**src/rtl/calc_pkg.sv**
```systemverilog
// Shared definitions for the calculator command path: ASCII codes, type and
// operator encodings, and the parser state enum.
package calc_pkg;

    localparam logic [7:0] CH_I     = 8'h49;
    localparam logic [7:0] CH_S     = 8'h53;
    localparam logic [7:0] CH_U     = 8'h55;
    localparam logic [7:0] CH_SP    = 8'h20;
    localparam logic [7:0] CH_EQ    = 8'h3D;
    localparam logic [7:0] CH_PLUS  = 8'h2B;
    localparam logic [7:0] CH_MINUS = 8'h2D;
    localparam logic [7:0] CH_MUL   = 8'h2A;
    localparam logic [7:0] CH_DIV   = 8'h2F;
    localparam logic [7:0] CH_MOD   = 8'h25;
    localparam logic [7:0] CH_0     = 8'h30;
    localparam logic [7:0] CH_9     = 8'h39;

    localparam logic [3:0] DT_SINT = 4'b0101;
    localparam logic [3:0] DT_UINT = 4'b0110;

    localparam logic [4:0] OP_ADD = 5'b00001;
    localparam logic [4:0] OP_SUB = 5'b00010;
    localparam logic [4:0] OP_MUL = 5'b00100;
    localparam logic [4:0] OP_DIV = 5'b01000;
    localparam logic [4:0] OP_MOD = 5'b10000;

    localparam logic [2:0] MAX_DIGITS = 3'd5;

    typedef enum logic [2:0] {
        ST_IDLE,
        ST_TYPE,
        ST_SRC1,
        ST_SRC2,
        ST_DONE
    } state_e;

    // Zero when the byte is not an operator character.
    function automatic logic [4:0] op_onehot(input logic [7:0] ch);
        logic [4:0] oh;
        oh = '0;
        case (ch)
            CH_PLUS:  oh = OP_ADD;
            CH_MINUS: oh = OP_SUB;
            CH_MUL:   oh = OP_MUL;
            CH_DIV:   oh = OP_DIV;
            CH_MOD:   oh = OP_MOD;
            default:  oh = '0;
        endcase
        return oh;
    endfunction

endpackage

```
**src/rtl/dec_accum.sv**
```systemverilog
// 16-bit decimal operand accumulator: clear, shift-in one digit, sign flag
// applied on read, and a digit counter for the operand length limit.
module dec_accum
    import calc_pkg::*;
(
    input  logic        clk,
    input  logic        n_rst,
    input  logic        clr_i,
    input  logic        load_i,
    input  logic [3:0]  digit_i,
    input  logic        neg_i,
    output logic [15:0] value_o,
    output logic        neg_o,
    output logic        any_o,
    output logic        full_o
);

    logic [15:0] acc_q, acc_d;
    logic [2:0]  cnt_q, cnt_d;
    logic        neg_q, neg_d;

    always_comb begin
        acc_d = acc_q;
        cnt_d = cnt_q;
        neg_d = neg_q;
        if (clr_i) begin
            acc_d = '0;
            cnt_d = '0;
            neg_d = 1'b0;
        end else begin
            if (load_i) begin
                acc_d = acc_q * 16'd10 + {12'd0, digit_i};
                cnt_d = cnt_q + 3'd1;
            end
            if (neg_i) begin
                neg_d = 1'b1;
            end
        end
    end

    always_ff @(posedge clk or negedge n_rst) begin
        if (!n_rst) begin
            acc_q <= '0;
            cnt_q <= '0;
            neg_q <= 1'b0;
        end else begin
            acc_q <= acc_d;
            cnt_q <= cnt_d;
            neg_q <= neg_d;
        end
    end

    assign value_o = neg_q ? (~acc_q + 16'd1) : acc_q;
    assign neg_o   = neg_q;
    assign any_o   = (cnt_q != 3'd0);
    assign full_o  = (cnt_q == MAX_DIGITS);

endmodule

```
**src/rtl/decoder.sv**
```systemverilog
// ASCII command parser: turns "I<S|U> <num1><op><num2>=" into a registered
// type/operator/operand set with a one-cycle parser_done pulse.
module decoder
    import calc_pkg::*;
(
    input  logic        clk,
    input  logic        n_rst,
    input  logic [7:0]  data,
    input  logic        data_valid,
    output logic [3:0]  dtype,
    output logic [4:0]  operator,
    output logic [15:0] src1,
    output logic [15:0] src2,
    output logic        parser_done
);

    state_e      state_q, state_d;
    logic        sgn_q;
    logic [4:0]  op_q;
    logic [3:0]  dtype_q;
    logic [4:0]  op_out_q;
    logic [15:0] src1_q, src2_q;

    logic        byte_v, is_dig, minus1_ok, minus2_ok;
    logic [4:0]  opc;
    logic        clr, err, ld1, ld2, neg1_set, neg2_set, op_ld, type_ld, out_ld;
    logic [15:0] val1, val2;
    logic        neg1, neg2, any1, any2, full1, full2;

    assign byte_v    = data_valid && (data != CH_SP);
    assign is_dig    = (data >= CH_0) && (data <= CH_9);
    assign opc       = op_onehot(data);
    assign minus1_ok = (data == CH_MINUS) && sgn_q && !any1 && !neg1;
    assign minus2_ok = (data == CH_MINUS) && sgn_q && !any2 && !neg2;

    always_ff @(posedge clk or negedge n_rst) begin
        if (!n_rst) begin
            state_q <= ST_IDLE;
        end else begin
            state_q <= state_d;
        end
    end

    // DONE behaves like IDLE for the incoming byte so an 'I' right after '=' is taken.
    always_comb begin
        state_d = state_q;
        if (byte_v) begin
            case (state_q)
                ST_IDLE, ST_DONE: state_d = (data == CH_I) ? ST_TYPE : ST_IDLE;
                ST_TYPE:          state_d = (data == CH_S || data == CH_U) ? ST_SRC1 : ST_IDLE;
                ST_SRC1: begin
                    if (is_dig && !full1)          state_d = ST_SRC1;
                    else if (minus1_ok)            state_d = ST_SRC1;
                    else if (opc != '0 && any1)    state_d = ST_SRC2;
                    else                           state_d = ST_IDLE;
                end
                ST_SRC2: begin
                    if (is_dig && !full2)          state_d = ST_SRC2;
                    else if (minus2_ok)            state_d = ST_SRC2;
                    else if (data == CH_EQ && any2) state_d = ST_DONE;
                    else                           state_d = ST_IDLE;
                end
                default:          state_d = ST_IDLE;
            endcase
        end else if (state_q == ST_DONE) begin
            state_d = ST_IDLE;
        end
    end

    always_comb begin
        err      = byte_v && (state_d == ST_IDLE) &&
                   (state_q == ST_TYPE || state_q == ST_SRC1 || state_q == ST_SRC2);
        clr      = err || (state_q == ST_IDLE) || (state_q == ST_DONE);
        ld1      = byte_v && (state_q == ST_SRC1) && is_dig && !full1;
        ld2      = byte_v && (state_q == ST_SRC2) && is_dig && !full2;
        neg1_set = byte_v && (state_q == ST_SRC1) && minus1_ok;
        neg2_set = byte_v && (state_q == ST_SRC2) && minus2_ok;
        type_ld  = byte_v && (state_q == ST_TYPE) && (state_d == ST_SRC1);
        op_ld    = byte_v && (state_q == ST_SRC1) && (state_d == ST_SRC2);
        out_ld   = byte_v && (state_q == ST_SRC2) && (state_d == ST_DONE);
        parser_done = (state_q == ST_DONE);
    end

    dec_accum u_acc1 (
        .clk     (clk),
        .n_rst   (n_rst),
        .clr_i   (clr),
        .load_i  (ld1),
        .digit_i (data[3:0]),
        .neg_i   (neg1_set),
        .value_o (val1),
        .neg_o   (neg1),
        .any_o   (any1),
        .full_o  (full1)
    );

    dec_accum u_acc2 (
        .clk     (clk),
        .n_rst   (n_rst),
        .clr_i   (clr),
        .load_i  (ld2),
        .digit_i (data[3:0]),
        .neg_i   (neg2_set),
        .value_o (val2),
        .neg_o   (neg2),
        .any_o   (any2),
        .full_o  (full2)
    );

    always_ff @(posedge clk or negedge n_rst) begin
        if (!n_rst) begin
            sgn_q <= 1'b0;
            op_q  <= '0;
        end else if (clr) begin
            sgn_q <= 1'b0;
            op_q  <= '0;
        end else begin
            if (type_ld) sgn_q <= (data == CH_S);
            if (op_ld)   op_q  <= opc;
        end
    end

    // Published results change only on the edge that enters DONE.
    always_ff @(posedge clk or negedge n_rst) begin
        if (!n_rst) begin
            dtype_q  <= '0;
            op_out_q <= '0;
            src1_q   <= '0;
            src2_q   <= '0;
        end else if (out_ld) begin
            dtype_q  <= sgn_q ? DT_SINT : DT_UINT;
            op_out_q <= op_q;
            src1_q   <= val1;
            src2_q   <= val2;
        end
    end

    assign dtype    = dtype_q;
    assign operator = op_out_q;
    assign src1     = src1_q;
    assign src2     = src2_q;

endmodule

```
**config.mk**
```make
export PLATFORM = sky130hd
export DESIGN_NAME = decoder
export DESIGN_NICKNAME = d
export VERILOG_FILES = /design/src/rtl/calc_pkg.sv /design/src/rtl/dec_accum.sv /design/src/rtl/decoder.sv
export SDC_FILE = /design/constraint.sdc
export NUM_CORES = 1
export LEC_CHECK = 0
export BUFFER_PORTS_ARGS = -buffer_cell sky130_fd_sc_hd__buf_4
export CAP_MARGIN = 5
export CORE_ASPECT_RATIO = 1.4
export CORE_UTILIZATION = 40
export DETAILED_ROUTE_END_ITERATION = 16
export PLACE_DENSITY = 0.59
export SLEW_MARGIN = 20
export SYNTH_ARGS = -nofsm -noshare
export SYNTH_HDL_FRONTEND = slang
export SYNTH_SLANG_ARGS = --single-unit
```
**constraint.sdc**
```tcl
create_clock -name clk -period 3.7 [get_ports clk]
set_input_delay 0.37 -clock clk [delete_from_list [all_inputs] [get_ports clk]]
set_output_delay 0.37 -clock clk [all_outputs]
set_load 0.01 [all_outputs]
```
======== Word-level counts from Yosys, hierarchy flattened ========
Cells that the tools add are included.
storage, ports and cells
  bits in registers ....................... 90
  output and inout bits ................... 42
  logic and storage cells ................. 123
operators by class
  add/sub/neg operators ................... 6
  $mul .................................... 2
  magnitude comparators ................... 2
  equality and inequality tests ........... 19
  muxes and demuxes ....................... 31
  bitwise operators ....................... 2
  reductions and logical operators ........ 48
operators by type and width
  operator                                                                             count
  16-bit two-way mux                                                                   6
  8-bit by 6-bit == test with 1-bit output, second input constant                      6
  16-bit by 1-bit adder with 16-bit output, second input constant                      2
  16-bit by 4-bit adder with 16-bit output                                             2
  16-bit by 3-bit multiplier with 15-bit output, second input constant                 2
  16-bit NOT                                                                           2
  3-bit two-way mux                                                                    9
  1-bit logical AND                                                                    25
  5-bit one-hot mux with 5 select lines                                                1
  8-bit by 7-bit == test with 1-bit output, second input constant                      3
  3-bit by 2-bit == test with 1-bit output, second input constant                      4
  3-bit == test, second input constant                                                 4
  3-bit one-hot mux with 4 select lines                                                1
  2-bit nonzero test                                                                   6
  2-bit two-way mux                                                                    5
  5-bit two-way mux                                                                    2
  8-bit by 6-bit greater-or-equal comparator with 1-bit output, second input constant  1
  8-bit by 6-bit <= comparator with 1-bit output, second input constant                1
  8-bit by 6-bit != test with 1-bit output, second input constant                      1
  1-bit two-way mux                                                                    7
  3-bit by 1-bit adder with 3-bit output, second input constant                        2
  1-bit logical NOT                                                                    6
  3-bit logical NOT                                                                    2
  3-bit nonzero test                                                                   2
  other kinds (4)                                                                      8

======== Depth between registers and ports, before layout ========
  depth after elaboration ................. 15
  depth in mapped cells ................... 13
  depth with buffers taken out ............ 13

======== Cells and area by module ========
From an unflattened synthesis, not the netlist that was laid out.
unflattened totals
  cell total of the unflattened synthesis .. 668
  area total of the unflattened synthesis .. 6701.4 µm²
by module, submodules not included
  module              instances  cells each  area each (µm²)  seq. area each (µm²)
  decoder             1          185         2248.4           1226.2
  dec_accum (u_acc1)  1          243         2238.4           500.5
  dec_accum (u_acc2)  1          240         2214.6           500.5

======== Worst setup path after synthesis ========
Ideal clock, no wire load.
  kind .................................... reg2reg
  from .................................... register u_acc1.acc_q[1]
  to ...................................... register u_acc1.acc_q[15]
  library setup time ...................... 87 ps
  arrival time ............................ 3028 ps
  required time ........................... 3613 ps
  setup slack ............................. 586 ps
  stages on the path, launching flop included .. 13
  path buffers ............................ 0
  clock period less this slack ............ 3114 ps
  cell sequence ........................... dfrtp_1 -> ha_1 -> ha_1 -> inv_1 -> fa_1 -> xnor2_1 -> nor3b_1 -> nand4_1 -> nand4bb_1 -> nor4b_1 -> xnor2_1 -> xnor2_1 -> a211oi_2
between the ends
  cells in the longest elaborated chain, start to end .. 4
RTL lines
  item                                           line             RTL
  start: declaration                             dec_accum.sv:18  logic [15:0] acc_q, acc_d;
  start signal: assignment                       dec_accum.sv:43  acc_q <= '0;
  start signal: assignment                       dec_accum.sv:47  acc_q <= acc_d;
  16-bit by 3-bit multiplier with 15-bit output  dec_accum.sv:32  acc_d = acc_q * 16'd10 + {12'd0, digit_i};
  16-bit by 4-bit adder with 16-bit output       dec_accum.sv:32
  16-bit two-way mux                             dec_accum.sv:31  if (load_i) begin
  16-bit two-way mux                             dec_accum.sv:26  if (clr_i) begin
No other way between the ends. The select of a mux whose other input is x is not followed.
A chain may end at the register's enable or synchronous reset.

======== Final worst setup path ========
  from .................................... register u_acc2.acc_q[1]
  to ...................................... register u_acc2.acc_q[15]
between the ends
  cells in the longest elaborated chain, start to end .. 4
RTL lines
  item                                           line
  start: declaration                             dec_accum.sv:18
  start signal: assignment                       dec_accum.sv:43
  start signal: assignment                       dec_accum.sv:47
  16-bit by 3-bit multiplier with 15-bit output  dec_accum.sv:32
  16-bit by 4-bit adder with 16-bit output       dec_accum.sv:32
  16-bit two-way mux                             dec_accum.sv:31
  16-bit two-way mux                             dec_accum.sv:26
No other way between the ends. The select of a mux whose other input is x is not followed.

==> flow_summary.json <==
{
  "status": "complete, no violations",
  "die_x_um": 108,
  "dpl.cell_count": 910,
  "crit_required_ns": 3.96,
  "ys_warn_count": 0,
  "cts_made_buffers": 9,
  "setup_tns_ns": 0,
  "clk_latency_ns": 0.36,
  "drt-wirelength-per-cell_um": 15.4,
  "viasPerCell": 5.32,
  "synth_fp_nets": 752,
  "p_per_area_nw_per_um2": 273,
  "grt-ovfl-total": 0,
  "period_needed_ns": 3.35,
  "cts_tree": "yes",
  "grt_use_total_pct": 18.7,
  "rows": 54,
  "fillCellCount": 1517,
  "worst-setup-path-type": "reg2reg",
  "peakVddDrop_v": 0.000193,
  "p_int_w": 0.00149,
  "fp.dieArea_sq_um": 16300,
  "skew_ns": 0.0110,
  "relSlewSlack_pct": 60.2,
  "drv_slew": 0,
  "dp.final_hpwl_um": 10600,
  "synth.avg_cell_area_sq_um": 9.35,
  "layout.cells.non_filler": 927,
  "core_area_sq_um": 15500,
  "antenna_found_initial": 0,
  "ys_seq_area_share_pct": 35.2,
  "ys_ff_latch": 89,
  "rsz0062_at_grt": "false",
  "clock-root-buffer": "clkbuf_16",
  "min_period_over_period_pct": 90.6,
  "die_h_um": 151,
  "final_hold_viol_count": 0,
  "path_max_fanout": 7,
  "cts_setup_buffers": 0,
  "grt_pass1_wl_um": 23900,
  "port_buffers": 51,
  "drc": 0,
  "dr.first_iter.drc_count": 181,
  "drv_cap": 0,
  "synth_area_sq_um": 6330,
  "clockPowerShare_pct": 44.7,
  "clock_sinks": 89,
  "fin_nets": 802,
  "tightest_slew_ns": 0.598,
  "seqPwrFrac_pct": 49.5,
  "synth_edf_count": 0,
  "synth_flop_cell": "dfrtp_1",
  "async_reset_ff_share_pct": 100,
  "grt_max_degree": 77,
  "pin_count": 53,
  "synthDistinctLibCells": 60,
  "fmax_ghz": 0.298,
  "p_sw_w": 0.000489,
  "synth_area_leader_cell": "dfrtp_1",
  "synthTopCellsByArea": "dfrtp_1 (35%), ha_1 (12%), xnor2_1 (5.8%)",
  "vias": 4933,
  "cp-end-kind": "register",
  "hold_path.class": "in2reg",
  "clk_pin_slew_ns": 0.06,
  "comb_power_share_pct": 5.8,
  "totalWireLength_um": 14300,
  "drive_above_1_share_pct": 14.8,
  "cp-start-kind": "register",
  "area_growth_pct": 14.4,
  "drtPass1Iterations": 4,
  "synth_top_area_share_pct": 35.2,
  "syn_inst": 677,
  "reg2reg_slack_ns": 0.35,
  "gp_congestion": 0.875,
  "swShare_pct": 24.8,
  "ctsHtreeMaxLevel": 3,
  "setup-violations-final": 0,
  "cts.path.max_buffers": 2,
  "antenna_left": 0,
  "power_w": 0.00197,
  "diodes": 0,
  "first_global_vias": 4990,
  "initial_core_util_pct": 40.7,
  "power.leakage_nw": 3.38,
  "worstPathArrival_ns": 3.61
}
## stage by stage
step | setup slack (ns) | hold slack (ns) | cell area (sq um) | utilization [%]
after detailed placement | 0.284 | 0.453 | 6920 | 44.5
after global routing | 0.116 | 0.420 | 7250 | 46.6
final | 0.349 | 0.399 | 7250 | 46.6
after CTS | 0.263 | 0.228 | 7200 | 46.3
after floorplan | 0.586 | 0.0744 | 6330 | -
after global placement | 0.384 | 0.452 | 6920 | 44.5
## path summary, 6_finish.rpt
kind | from | endpoint | cells after the start
min in group asynchronous | n_rst | sgn_q | 2
max in group asynchronous | n_rst | src2[6] | 4
setup reg to reg | u_acc2.acc_q[1] | u_acc2.acc_q[15] | 12
hold / removal | data_valid | state_q[2] | 4
hold reg to reg | dtype[2] | dtype[2] | 1
setup / recovery | u_acc2.acc_q[1] | u_acc2.acc_q[15] | 12
## cells in the mapped netlist (all sizes together), types with 2 or more instances
cell type and number:
mux2i 24, nand4b 2, a31oi 3, o41ai 6
a2111oi 2, o31ai 12, a21o 9, a211o 2
fa 4, nor3b 8, nor4 5, or2 3
mux2 6, nor2 68, a211oi 20, and3 8
clkbuf 16, and3b 2, o2111ai 2, nand3 19
xor2 33, o21ai 51, and2 3, buf 9
inv 28, or3 3, o21a 3, a21oi 22
nand2 64, ha 60, xnor2 42, or4 6
nand4 3, nand2b 7, nor2b 4, nor3 16
dfrtp 89
## area by class of cell
class / count / area (sq um) / share of cell area (%)
Inverter: 28 / 105 / 1.45
Sequential cell: 89 / 2230 / 30.7
Multi-Input combinational cell: 535 / 3870 / 53.5
Clock inverter: 5 / 40.0 / 0.553
Timing Repair Buffer: 64 / 515 / 7.11
Clock buffer: 10 / 239 / 3.30
Tap cell: 196 / 245 / 3.38
## worst max-delay path, stage by stage (launching register included)
cell and delay (ns):
dfrtp_1 0.47, ha_1 0.33, ha_1 0.17, inv_1 0.06, fa_1 0.39, xnor2_1 0.28
nor3b_1 0.33, nand3_1 0.21, nor4_1 0.37, nand4b_1 0.16, xnor2_1 0.16, xnor2_1 0.13
a211oi_1 0.21
## layer usage
layer,wire [um],GRT usage (%),vias to the layer above
met2,7470,33.9,91
li1,-,-,2490
met5,0,0,-
met1,6150,21.9,2334
met4,306,8.99,0
met3,387,2.07,18
## registers in the layout, indices dropped and copies added, names as in the netlist
name / flops
u_acc2.neg_o: 1
u_acc1.acc_q: 16
dtype: 3
src1: 16
src2: 16
operator: 5
op_q: 5
sgn_q: 1
u_acc1.cnt_q: 3
u_acc2.cnt_q: 3
state_q: 3
u_acc2.acc_q: 16
u_acc1.neg_o: 1
## layout by cell type, fill, tap and decap left out, drive strengths merged, types with 4 or more instances in the layout
| cell | n |
|---|---|
| ha | 60 |
| o31ai | 12 |
| a21oi | 22 |
| or4 | 6 |
| inv | 30 |
| nand2b | 7 |
| o21ai | 51 |
| dfrtp | 89 |
| a211oi | 20 |
| mux2 | 6 |
| nand3 | 19 |
| clkbuf | 10 |
| a21o | 9 |
| buf | 63 |
| fa | 4 |
| xor2 | 33 |
| nor3b | 8 |
| nor2 | 68 |
| and3 | 8 |
| nand2 | 64 |
| o41ai | 6 |
| mux2i | 24 |
| nor4 | 5 |
| xnor2 | 42 |
| nor2b | 4 |
| nor3 | 16 |
## power by group through the flow
| stage | logic (W) | clock network [W] | registers (W) |
|---|---|---|---|
| final | 0.000115 | 0.000882 | 0.000978 |
| after global routing | 0.000128 | 0.000935 | 0.000978 |
| after CTS | 0.000113 | 0.000902 | 0.000978 |
| after detailed placement | 0.000112 | 0 | 0.000996 |
| after global placement | 0.000110 | 0 | 0.000996 |
| after floorplan | 0.0000659 | 0 | 0.000996 |
## repair_timing
| action | 4_1_cts | 5_1_grt |
|---|---|---|
| setup endpoints to repair | 0 | 1 |
| endpoints found under the hold margin | 0 | 19 |
| resized for setup | 0 | 2 |
| hold buffers | 0 | 1 |
## cells by family after synthesis
logic type      share of synthesized area, %
other cells                           0.0592
compound gates                          15.2
fa+ha+maj                               13.1
flops                                   35.2
xor+xnor                                10.4
mux                                     4.86
buf+inv                                 3.87
simple gates                            17.4
No activity file was read; power rests on OpenSTA's default activity.
